### src/rtl/rnd_pkg.sv
// rtl/rnd_pkg.sv - shared constants and state encoding for the random-number arbiter
package rnd_pkg;

  localparam int RND_WIDTH   = 14;
  localparam int RND_NUM_REQ = 4;
  localparam int SHIFTS      = 14;
  localparam int CNT_W       = 4;

  localparam logic [RND_WIDTH-1:0] DEFAULT_SEED = 14'h3FFF;
  localparam logic [RND_WIDTH-1:0] ZERO_SUB     = 14'h0001;

  typedef enum logic [1:0] {
    IDLE    = 2'd0,
    SHIFT   = 2'd1,
    DELIVER = 2'd2
  } state_e;

  // Index width that stays legal for a single requester.
  function automatic int idx_width(input int n);
    return (n > 1) ? $clog2(n) : 1;
  endfunction

endpackage

### src/rtl/rnd_lfsr_core.sv
// rtl/rnd_lfsr_core.sv - Fibonacci LFSR with seed load and all-zero seed substitution
module rnd_lfsr_core
  import rnd_pkg::*;
#(
  parameter int WIDTH = RND_WIDTH
) (
  input  logic             clock,
  input  logic             reset,
  input  logic             step,
  input  logic             load,
  input  logic [WIDTH-1:0] seed,
  output logic [WIDTH-1:0] value
);

  logic [WIDTH-1:0] lfsr_q;
  logic [WIDTH-1:0] lfsr_d;

  // Load wins over step; an all-zero seed would lock the register up.
  always_comb begin
    lfsr_d = lfsr_q;
    if (load) begin
      lfsr_d = (seed == '0) ? WIDTH'(ZERO_SUB) : seed;
    end else if (step) begin
      lfsr_d = {lfsr_q[WIDTH-2:0], lfsr_q[13] ^ lfsr_q[4] ^ lfsr_q[2] ^ lfsr_q[0]};
    end
  end

  always_ff @(posedge clock or negedge reset) begin
    if (!reset) begin
      lfsr_q <= WIDTH'(DEFAULT_SEED);
    end else begin
      lfsr_q <= lfsr_d;
    end
  end

  assign value = lfsr_q;

endmodule

### src/rtl/rnd_arbiter.sv
// rtl/rnd_arbiter.sv - round-robin arbiter handing out one 14-step LFSR word per grant
module rnd_arbiter
  import rnd_pkg::*;
#(
  parameter int NUM_REQ = RND_NUM_REQ,
  parameter int WIDTH   = RND_WIDTH
) (
  input  logic               clock,
  input  logic               reset,
  input  logic [NUM_REQ-1:0] req,
  input  logic [WIDTH-1:0]   seed,
  input  logic               seed_load,
  output logic [NUM_REQ-1:0] rsp_valid,
  output logic [WIDTH-1:0]   rsp_data,
  output logic               busy
);

  localparam int IDX_W = idx_width(NUM_REQ);

  state_e           state_q, state_d;
  logic [CNT_W-1:0] cnt_q, cnt_d;
  logic [IDX_W-1:0] winner_q, winner_d;
  logic [IDX_W-1:0] ptr_q, ptr_d;
  logic [IDX_W-1:0] pick;
  logic [IDX_W-1:0] ptr_next;
  logic [IDX_W:0]   sum;
  logic             lfsr_step;
  logic             lfsr_load;
  logic [WIDTH-1:0] lfsr_value;

  rnd_lfsr_core #(.WIDTH(WIDTH)) u_core (
    .clock (clock),
    .reset (reset),
    .step  (lfsr_step),
    .load  (lfsr_load),
    .seed  (seed),
    .value (lfsr_value)
  );

  // Scan from the lowest priority offset down so the nearest requester to ptr wins.
  always_comb begin
    sum  = '0;
    pick = ptr_q;
    for (int i = NUM_REQ - 1; i >= 0; i--) begin
      sum = {1'b0, ptr_q} + (IDX_W+1)'(i);
      if (sum >= (IDX_W+1)'(NUM_REQ)) begin
        sum = sum - (IDX_W+1)'(NUM_REQ);
      end
      if (req[sum[IDX_W-1:0]]) begin
        pick = sum[IDX_W-1:0];
      end
    end
  end

  always_comb begin
    ptr_next = winner_q + IDX_W'(1);
    if (winner_q == IDX_W'(NUM_REQ - 1)) begin
      ptr_next = '0;
    end
  end

  always_comb begin
    state_d   = state_q;
    cnt_d     = cnt_q;
    winner_d  = winner_q;
    ptr_d     = ptr_q;
    lfsr_step = 1'b0;
    lfsr_load = 1'b0;
    case (state_q)
      IDLE: begin
        if (seed_load) begin
          lfsr_load = 1'b1;
        end else if (|req) begin
          winner_d = pick;
          cnt_d    = '0;
          state_d  = SHIFT;
        end
      end
      SHIFT: begin
        lfsr_step = 1'b1;
        if (cnt_q == CNT_W'(SHIFTS - 1)) begin
          state_d = DELIVER;
        end else begin
          cnt_d = cnt_q + CNT_W'(1);
        end
      end
      DELIVER: begin
        ptr_d   = ptr_next;
        state_d = IDLE;
      end
      default: begin
        state_d = IDLE;
      end
    endcase
  end

  always_ff @(posedge clock or negedge reset) begin
    if (!reset) begin
      state_q  <= IDLE;
      cnt_q    <= '0;
      winner_q <= '0;
      ptr_q    <= '0;
    end else begin
      state_q  <= state_d;
      cnt_q    <= cnt_d;
      winner_q <= winner_d;
      ptr_q    <= ptr_d;
    end
  end

  // Outputs decode straight from state so a reset clears them without waiting for a clock.
  always_comb begin
    rsp_valid = '0;
    rsp_data  = '0;
    busy      = (state_q != IDLE);
    if (state_q == DELIVER) begin
      rsp_valid = NUM_REQ'(1) << winner_q;
      rsp_data  = lfsr_value;
    end
  end

endmodule
### config.mk
export PLATFORM = sky130hd
export DESIGN_NAME = rnd_arbiter
export DESIGN_NICKNAME = d
export VERILOG_FILES = /design/src/rtl/rnd_pkg.sv /design/src/rtl/rnd_lfsr_core.sv /design/src/rtl/rnd_arbiter.sv
export SDC_FILE = /design/constraint.sdc
export NUM_CORES = 1
export LEC_CHECK = 0
export ABC_CLOCK_PERIOD_IN_PS = 2000
export BUFFER_PORTS_ARGS = -buffer_cell sky130_fd_sc_hd__buf_4
export CAP_MARGIN = 30
export CORE_ASPECT_RATIO = 1.75
export CORE_UTILIZATION = 45
export DETAILED_ROUTE_END_ITERATION = 7
export GPL_TIMING_DRIVEN = 0
export HOLD_SLACK_MARGIN = 0.15
export PLACE_DENSITY_LB_ADDON = 0.08
export SLEW_MARGIN = 30
export SYNTH_ARGS = -nofsm -noshare
export SYNTH_HDL_FRONTEND = slang
export SYNTH_SLANG_ARGS = --single-unit
### constraint.sdc
create_clock -name clock -period 2 [get_ports clock]
set_input_delay 0.2 -clock clock [delete_from_list [all_inputs] [get_ports clock]]
set_output_delay 0.2 -clock clock [all_outputs]
set_load 0.02 [all_outputs]
After elaboration in Yosys (flattened, before gate mapping)
Cells that the tools add are included.
{ "word_totals": {"memories": 0, "rom_bits": 0, "register_bits": 24, "in_bits": 21, "ramBits": 0, "latch_bits": 0} }
{ "classes": {"n_mul": 0, "mux": 33, "div_mod_pow": 0, "n_bitwise": 4, "n_eq_ne": 8, "shift": 1, "addsub": 9, "n_lt_le_gt_ge": 8, "n_reduce_logical": 9} }
{ "op_table": {"columns": ["op", "count"], "rows": [
  ["two-way mux 14 bit", 4],
  ["two-way mux 2 bit", 12],
  ["two-way mux 4 bit", 4],
  ["zero test 14 bit", 1],
  ["less-than comparator 2 x 3 -> 1 bit (second input constant)", 4],
  ["greater-or-equal comparator 3 bit (second input constant)", 3],
  ["binary-select mux 1 bit (select 2 bit)", 4],
  ["inequality test 2 bit (second input constant)", 4],
  ["case mux 4 bit (2 select lines)", 1],
  ["subtractor 2 x 1 -> 2 bit (second input constant)", 4],
  ["two-way mux 1 bit", 7],
  ["adder 2 x 2 -> 3 bit (second input constant)", 2],
  ["AND reduction 3 bit", 2],
  ["nonzero test 2 bit", 3],
  ["adder 4 x 1 -> 4 bit (second input constant)", 1],
  ["equality test 2 bit (second input constant)", 2],
  ["equality test 4 bit (second input constant)", 1],
  ["case mux 2 bit (2 select lines)", 1],
  ["AND reduction 4 bit", 1],
  ["OR reduction 4 bit", 1],
  ["<< shifter 1 x 2 -> 4 bit (first input constant)", 1],
  ["adder 2 x 1 -> 3 bit (second input constant)", 1],
  ["greater-or-equal comparator 2 x 3 -> 1 bit (second input constant)", 1],
  ["bitwise XOR 1 bit", 3],
  ["other kinds (4)", 4]
]} }

Logic depth before layout (Yosys ltp)
Gate-level depths: netlist of run 1.
{ "depth": {"ltp_word": 9, "depth_mapped": 6, "ltp_nobuf": 6} }

Hierarchy
Synthesis of run 1 repeated with hierarchy kept, for this count alone.
{ "unflattened": {"cells_unflattened": 156, "area_unflattened_um2": 1450.1} }
{ "modules_own_cells": {"columns": ["mod", "cells_per_inst", "seq_area_each_um2", "n_inst", "area_each_um2"], "rows": [
  ["rnd_lfsr_core", 69, 367.9, 1, 730.7],
  ["rnd_arbiter", 87, 250.2, 1, 719.4]
]} }

Least setup slack after synthesis of run 1
OpenSTA, ideal clock, no wires.
{ "synth_path": {"path_kind": "flip-flop to flip-flop", "start": "register state_q[0]", "end": "register cnt_q[1]", "t_arrival_ns": 1.271, "required_ns": 1.875, "stages_incl_launch_ff": 6, "setup_slack_ns": 0.604, "cell_sequence": "dfrtp_1 > buf_6 > or2_4 > or3_4 > nand2_4 > o22ai_1"} }
{ "synth_between": {"elab_chain_len": 3, "elab_cells_between_ends": 8, "classes_between": "eq/ne: 4; mux: 1; reduce/logical: 3"} }
{ "synth_rtl": {"columns": ["element", "line", "text"], "rows": [
  ["start, declared", "rnd_arbiter.sv:20", "state_e state_q, state_d;"],
  ["start signal, assigned", "rnd_arbiter.sv:104", "state_q <= state_d;"],
  ["equality test 2 x 1 -> 1 bit / zero test 2 bit (equally long branches)", "rnd_arbiter.sv:69", "case (state_q)"],
  ["inequality test 2 bit (no line) / nonzero test 2 bit (equally long branches)", null, null],
  ["AND reduction 4 bit (no line)", null, null],
  ["end signal, assigned", "rnd_arbiter.sv:105", "cnt_q <= cnt_d;"],
  ["end, declared", "rnd_arbiter.sv:21", "logic [CNT_W-1:0] cnt_q, cnt_d;"]
]} }
Parallel ways exist; a longest one is shown, timed or not.
A chain may end at the register's enable or synchronous reset.

Worst setup path in the final report of run 1
{ "layout_path": {"start": "register state_q[1]", "end": "output rsp_data[12]"} }
{ "layout_between": {"elab_chain_len": 2} }
{ "layout_rtl": {"columns": ["element", "line", "text"], "rows": [
  ["equality test 2 bit", "rnd_arbiter.sv:116", "if (state_q == DELIVER) begin"],
  ["two-way mux 14 bit", "rnd_arbiter.sv:116", null],
  ["end, declared", "rnd_arbiter.sv:14", "output logic [WIDTH-1:0] rsp_data,"]
]} }
No other way between the ends.

==> results of run 1 <==
[timing repair]
action | in CTS | in global routing
endpoints found under the setup margin | 0 | 13
endpoints found under the hold margin | 24 | 0
gates resized for setup | 0 | 3
hold buffers | 1 | 0
[kinds of logic after synthesis]
group	after synthesis	synth area share (%)
AOI/OAI and AO/OA	40	17.84
xor gates and xnor gates	5	3.092
adders and majority gates	6	5.300
buffers and inverters	12	3.798
DFF	24	43.64
muxes	2	1.502
and+or+nand+nor	61	24.82
[where the power goes]
group	switching [uW]	total [uW]	internal [uW]
Combinational	421	805	384
Sequential	196	1000	805
Clock	163	339	176
[state kept, by name, summed over array words and instances (netlist names)]
register / cells
u_core.value: 14
cnt_q: 4
ptr_q: 2
state_q: 2
winner_q: 2
[per-stage QoR]
step                      hold WS (ns)  power, uW  std cells  instance area [sq um]
after floorplan               -0.09559       1554        150                   1416
after CTS                       0.2268       2154        236                   1827
after global routing            0.2424       2295        236                   1828
after detailed placement        0.1130       1821        231                   1762
final                           0.2229       2145        236                   1828
after global placement          0.1045       1763        231                   1762
[placed cells by master, fill, tap and decap left out, types with 2 or more instances in the layout]
cell type and instances:
o21ai_1 2, ha_1 6, clkbuf_8 4, nor2_1 4
and2_1 18, xor2_1 4, buf_4 39, a22oi_1 13
dfrtp_1 10, o21bai_1 3, clkbuf_1 3, o21ai_0 14
nor3b_1 2, inv_1 5, nor2b_1 5, dfstp_2 14
nand2_1 16, nor4_1 3, nand3_1 3, nand2b_1 2
o22ai_1 3, a21oi_1 3
[cells in the mapped netlist]
cell and instances:
or3_4 1, dfstp_2 14, or2_4 1, xnor2_1 1, nand2b_1 2, o22ai_1 3, xor2_1 4, nor4_2 1
and2_1 18, a22oi_1 13, ha_1 6, o21ai_1 2, and3_1 1, buf_2 1, nor2b_1 5, nor3b_1 2
mux2i_1 1, o21bai_1 3, dfrtp_1 10, mux2_2 1, nand2_4 1, nand2_1 16, nand4_1 1, a21oi_1 3
nor3_2 1, nor3_1 1, nand3_1 3, nor2_1 4, o21ai_0 14, a221oi_1 1, buf_6 1, clkbuf_1 5
a221o_1 1, nor4_1 3, inv_1 5
[final timing paths]
path,to,from,depth (start not counted)
worst max-delay path,rsp_data[12],state_q[1],4
worst min-delay path,u_core.value[0],seed[4],4
worst max register to register,u_core.value[2],state_q[0],5
worst min register to register,u_core.value[1],u_core.value[1],2
max in group asynchronous,u_core.value[7],reset,2
min in group asynchronous,cnt_q[2],reset,2
[per-layer routing]
metal | global-route usage, % | wire (um) | up-vias
met1 | 25.97 | 1314 | 596
met3 | 2.370 | 119 | 6
met4 | 6.061 | 47 | 0
met2 | 39.71 | 1875 | 38
met5 | 0 | 0 | -
li1 | - | - | 614
[worst reg2reg max path, delay by kind of cell (launching register included)]
family	cells	cell delay [ns]
buffers and inverters	2	0.54
AOI/OAI and AO/OA	2	0.40
DFF	1	0.38
and+or+nand+nor	1	0.10
[area by class of cell]
type,count,area [sq um],area share [%]
Buffer,7,36.28,1.985
Clock buffer,4,55.05,3.012
Inverter,5,18.77,1.027
Multi-Input combinational cell,114,744.5,40.73
Sequential cell,24,618.1,33.81
Tap cell,42,52.55,2.875
Timing Repair Buffer,40,302.8,16.56
==> summary.md, run 1 <==
| Metric | Value |
|---|---|
| Critical-path cell list | nor2b_1, buf_1, and2_1, buf_4 |
| Syn. warnings | 0 |
| Pin count of the biggest net entering global routing | 25 |
| Reg clk slew, reported paths | 0.09 ns |
| Unrepaired setup endpoints after global routing | false |
| Sequential-to-total area share from yosys stat | 43.64% |
| Worst Skew | 0.002909 ns |
| Via density | 5.314 |
| Die Wd | ~44 um |
| Place WS | 0.3718 ns |
| P per Cell Area | around 1200 mW/mm^2 |
| Routed WL | around 3400 um |
| Final hold vios | 0 |
| Worst-Margin Slew | 0.4520 ns |
| Slew HR | 69.87% |
| Die area | 0.003385 sq mm |
| CTS tree | built |
| Total gr overflow | 0 |
| Vias | approximately 1,300 |
| CTS buffer count | 3 |
| Worst path top cell family by delay | flip-flops |
| Setup TNS | 0 ns |
| Final Max Tran Viols | 0 |
| Clk buf depth | 2 |
| Max_cap viols | 0 |
| Initial antenna violation count | 0 |
| Area contributors post-synth | dfstp_2, dfrtp_1, and2_1 |
| H-tree Lvls | 1 |
| Total GRT Usage | 21.93% |
| Antenna diode count | 0 |
| VDD IR max | ~0.00078 V |
| GPL Wtd Cong | ~0.80 |
| Min cycle time layout | about 1.9 ns |
| Largest stage delay, worst path | 0.51 ns |
| Initial Util | roughly 48% |
| First-pass iteration count of the detailed router | 4 |
| Critical path launch point type | register |
| FF+latch count, synth | 24 |
| Critical setup path kind | register to output port |
| First-pass GRT wire length | roughly 5800 um |
| Die Y | roughly 76 um |
| Mapped Nets | about 180 |
| Endpoints failing setup | 0 |
| IO buf count | 39 |
| Yosys top cell by area | dfstp_2 |
| Layout Utilization | ~62% |
| Residual DRC count | 0 |
| R2R setup slack | about 0.50 ns |
| PnR worst setup slack | between 0.1 and 0.15 ns |
| CP max-delay cell | dfrtp_1 |
| F_max | roughly 0.54 GHz |
| Setup bufs post-CTS | 0 |
| Lkg Pwr | 0.0008069 uW |
| CP bufs+invs | 2 |
| Cells after synthesis | 150 |
| Synth cell types | 35 |
| Arrival @ worst endpoint | about 1.7 ns |
| Synthesis-to-layout area growth | 29.06% |
| Total core area | 0.002960 sq mm |
| Synth top area share | about a quarter |
| Vias in the first global route | 1,265 |
| Status | completed |
| Clock Latency Late Sink | 0.27 ns |
| WL per Instance | 14.22 um |
| Antenna-violating nets left | 0 |
| Detail Placement HPWL | 2683 um |
| Ratio of cells with drive above 1 in the final layout | ~34% |
| Critical Path Sink Type | output port |
| Synthesized area per cell | 9.442 sq um |
| Synth Cell Area | 0.001416 sq mm |
| Drt initial violations | between 40 and 50 |
| Final nets | between 200 and 250 |
| Row cnt | 26 |
| Worst Path Required | roughly 1.8 ns |
| CTS root buf | clkbuf_8 |
| Final Cycle Share | between 90 and 100% |
| Worst-path fanout max | 10 |
| Fillers | between 200 and 300 |
| # clock sinks | 24 |
| Hold Crit Class | input pin to register |
| Ports | 40 |
Power figures use the tool's default switching activity.
==> run 2, diff against run 1 <==
--- a/config.mk
+++ b/config.mk
@@ -14,6 +14,7 @@
 export GPL_TIMING_DRIVEN = 0
 export HOLD_SLACK_MARGIN = 0.15
 export PLACE_DENSITY_LB_ADDON = 0.08
+export RECOVER_POWER = 100
 export SLEW_MARGIN = 30
 export SYNTH_ARGS = -nofsm -noshare
 export SYNTH_HDL_FRONTEND = slang
==> run 2 against run 1 <==
Compared with the run above: power fell by 1.1%; combinational power fell by 2.9%; wire length grew 0.51%; critical endpoint is now rsp_valid[1]; clock skew rose by 0.00096 ns; largest power group unchanged; die area is the same.
==> summary.md, run 2 (synthesis gave the netlist of run 1 again) <==
| Metric | Value |
|---|---|
| Int Power | 1345 uW (was 1365 uW) |
| Layout Utilization | 60.48% (was 61.75%) |
| Worst-path fanout max | 10 (unchanged) |
| # clock sinks | 24 (unchanged) |
| Clk buf depth | 2 (unchanged) |
| P per Cell Area | 1185 mW/mm^2 (was 1174 mW/mm^2) |
| Final nets | 222 (unchanged) |
| CTS tree | built (unchanged) |
| Vias in the first global route | 1,265 (unchanged) |
| Placed cells | 231 (unchanged) |
| H-tree Lvls | 1 (unchanged) |
| Initial Util | 47.84% (unchanged) |
| CP max-delay cell | dfrtp_1 (unchanged) |
| First-pass iteration count of the detailed router | 4 (unchanged) |
| Setup bufs post-CTS | 0 (unchanged) |
| CTS buffer count | 3 (unchanged) |
| Die Wd | 44.41 um (unchanged) |
| Most frequent cells in the layout | buf_4, nand2_1, o21ai_0, dfstp_2, a22oi_1 (was buf_4, and2_1, nand2_1, o21ai_0, dfstp_2) |
| Min cycle time layout | 1.851 ns (was 1.854 ns) |
| Gate power share | 36.9% (was 37.5%) |
| Worst Path Required | 1.80 ns (about the same) |
| Commonest non-fill, non-tap cell in the layout | buf_4 (unchanged) |
| Worst-Margin Slew | 1.241 ns (was 0.4520 ns) |
| Final Cycle Share | 92.56% (was 92.71%) |
| Reg clk slew, reported paths | 0.09 ns (about the same) |
| Clock Latency Late Sink | 0.27 ns (about the same) |
| Flop pwr share | 47.2% (was 46.7%) |
| Max_cap viols | 0 (unchanged) |
| Critical Path Sink Type | output port (unchanged) |
| Clock share of power | 15.9% (was 15.8%) |
| Sequential cell area | 618.1 sq um (unchanged) |
| Overall Power | 2122 uW (was 2145 uW) |
| R2R setup slack | 0.41 ns (was 0.50 ns) |
| Die Y | 76.22 um (unchanged) |
| Final hold vios | 0 (unchanged) |
| Critical setup path kind | register to output port (unchanged) |
| Status | completed (unchanged) |
| Endpoints failing setup | 0 (unchanged) |
| Finished Layout Cells | 236 (unchanged) |
| GPL Wtd Cong | 0.7975 (unchanged) |
| Arrival @ worst endpoint | 1.65 ns (about the same) |
| Pin count of the biggest net entering global routing | 25 (unchanged) |
| Sw frac | 36.63% (was 36.37%) |
| Critical-path cell list | nor2b_1, clkbuf_1, and2_1, clkbuf_2 (was nor2b_1, buf_1, and2_1, buf_4) |
| VDD IR max | 0.0007760 V (was 0.0007786 V) |
| Row cnt | 26 (unchanged) |
| Hold Crit Class | input pin to register (unchanged) |
| Detail Placement HPWL | 2683 um (unchanged) |
| Worst Skew | 0.003865 ns (was 0.002909 ns) |
| Routed WL | 3374 um (was 3357 um) |
| Final Max Tran Viols | 0 (unchanged) |
| Fillers | 272 (was 260) |
| Drt initial violations | 45 (unchanged) |
| CTS root buf | clkbuf_8 (unchanged) |
| Antenna-violating nets left | 0 (unchanged) |
| Total GRT Usage | 21.93% (unchanged) |
| Die area | 0.003385 sq mm (unchanged) |
| WL per Instance | 14.30 um (was 14.22 um) |
| IO buf count | 39 (unchanged) |
| Area of the multi-input gates | 732.0 sq um (was 744.5 sq um) |
| F_max | 0.5402 GHz (was 0.5393 GHz) |
| Largest stage delay, worst path | 0.50 ns (was 0.51 ns) |
| Total gr overflow | 0 (unchanged) |
| Ratio of cells with drive above 1 in the final layout | 31.44% (was 34.02%) |
| Slew HR | 17.29% (was 69.87%) |
| Synthesis-to-layout area growth | 26.41% (was 29.06%) |
| Via density | 5.364 (was 5.314) |
| Psw | 777.4 uW (was 780.3 uW) |
| Residual DRC count | 0 (unchanged) |
| Antenna diode count | 0 (unchanged) |
| Unrepaired setup endpoints after global routing | false (unchanged) |
| Vias | 1,266 (was 1,254) |
| Lkg Pwr | 0.0007826 uW (was 0.0008069 uW) |
| First-pass GRT wire length | 5761 um (unchanged) |
| Total core area | 0.002960 sq mm (unchanged) |
| Ports | 40 (unchanged) |
| Setup TNS | 0 ns (unchanged) |
| Max reg flops | 14 (unchanged) |
| Final hold slack | 0.2242 ns (was 0.2229 ns) |
| Critical path launch point type | register (unchanged) |
| Initial antenna violation count | 0 (unchanged) |
## run 2: worst paths after layout
kind	start	endpoint	cells after the start
setup / recovery	state_q[1]	rsp_valid[1]	4
hold / removal	seed[4]	u_core.value[0]	4
setup reg to reg	state_q[1]	winner_q[1]	4
hold reg to reg	u_core.value[1]	u_core.value[1]	2
max in group asynchronous	reset	state_q[0]	2
min in group asynchronous	reset	cnt_q[2]	2
## run 2: final cells by class
cell class | count | share of cell area, %
Sequential cell | 24 | 34.52
Timing Repair Buffer | 40 | 15.51
Buffer | 7 | 2.027
Multi-Input combinational cell | 114 | 40.88
Clock buffer | 4 | 3.075
Tap cell | 42 | 2.935
Inverter | 5 | 1.048
## run 2: critical path: cells and delay by family (launching register included)
family / cells / cell delay, ns
flops: 1 / 0.50
buf+inv: 2 / 0.46
simple gates: 2 / 0.42
## run 2: timing repair
action / 4_1_cts / 5_1_grt
endpoints found under the setup margin: 0 / 13
resized for setup: 0 / 3
hold endpoints to repair: 24 / 0
hold buffers: 1 / 0
## run 2: layer usage
metal	global-route usage (%)	wire length, um
met5	0	0
met4	6.061	48
met3	2.370	130
met2	39.71	1875
met1	25.97	1319
## run 2: stage by stage
stage,cell area [sq um],setup slack [ns]
3_5_place_dp,1762,0.3718
4_1_cts,1827,0.07156
6_report,1790,0.1487
2_1_floorplan,1416,0.6042
3_3_place_gp,1762,0.3789
5_1_grt,1790,0.001958
## run 2: power groups by stage
stage | Clock (uW) | Sequential [uW] | Combinational, uW
final | 338 | 1000 | 782
after global routing | 354 | 1040 | 875
after CTS | 336 | 1000 | 818
after detailed placement | 0 | 1010 | 811
after global placement | 0 | 994 | 769
after floorplan | 0 | 940 | 613
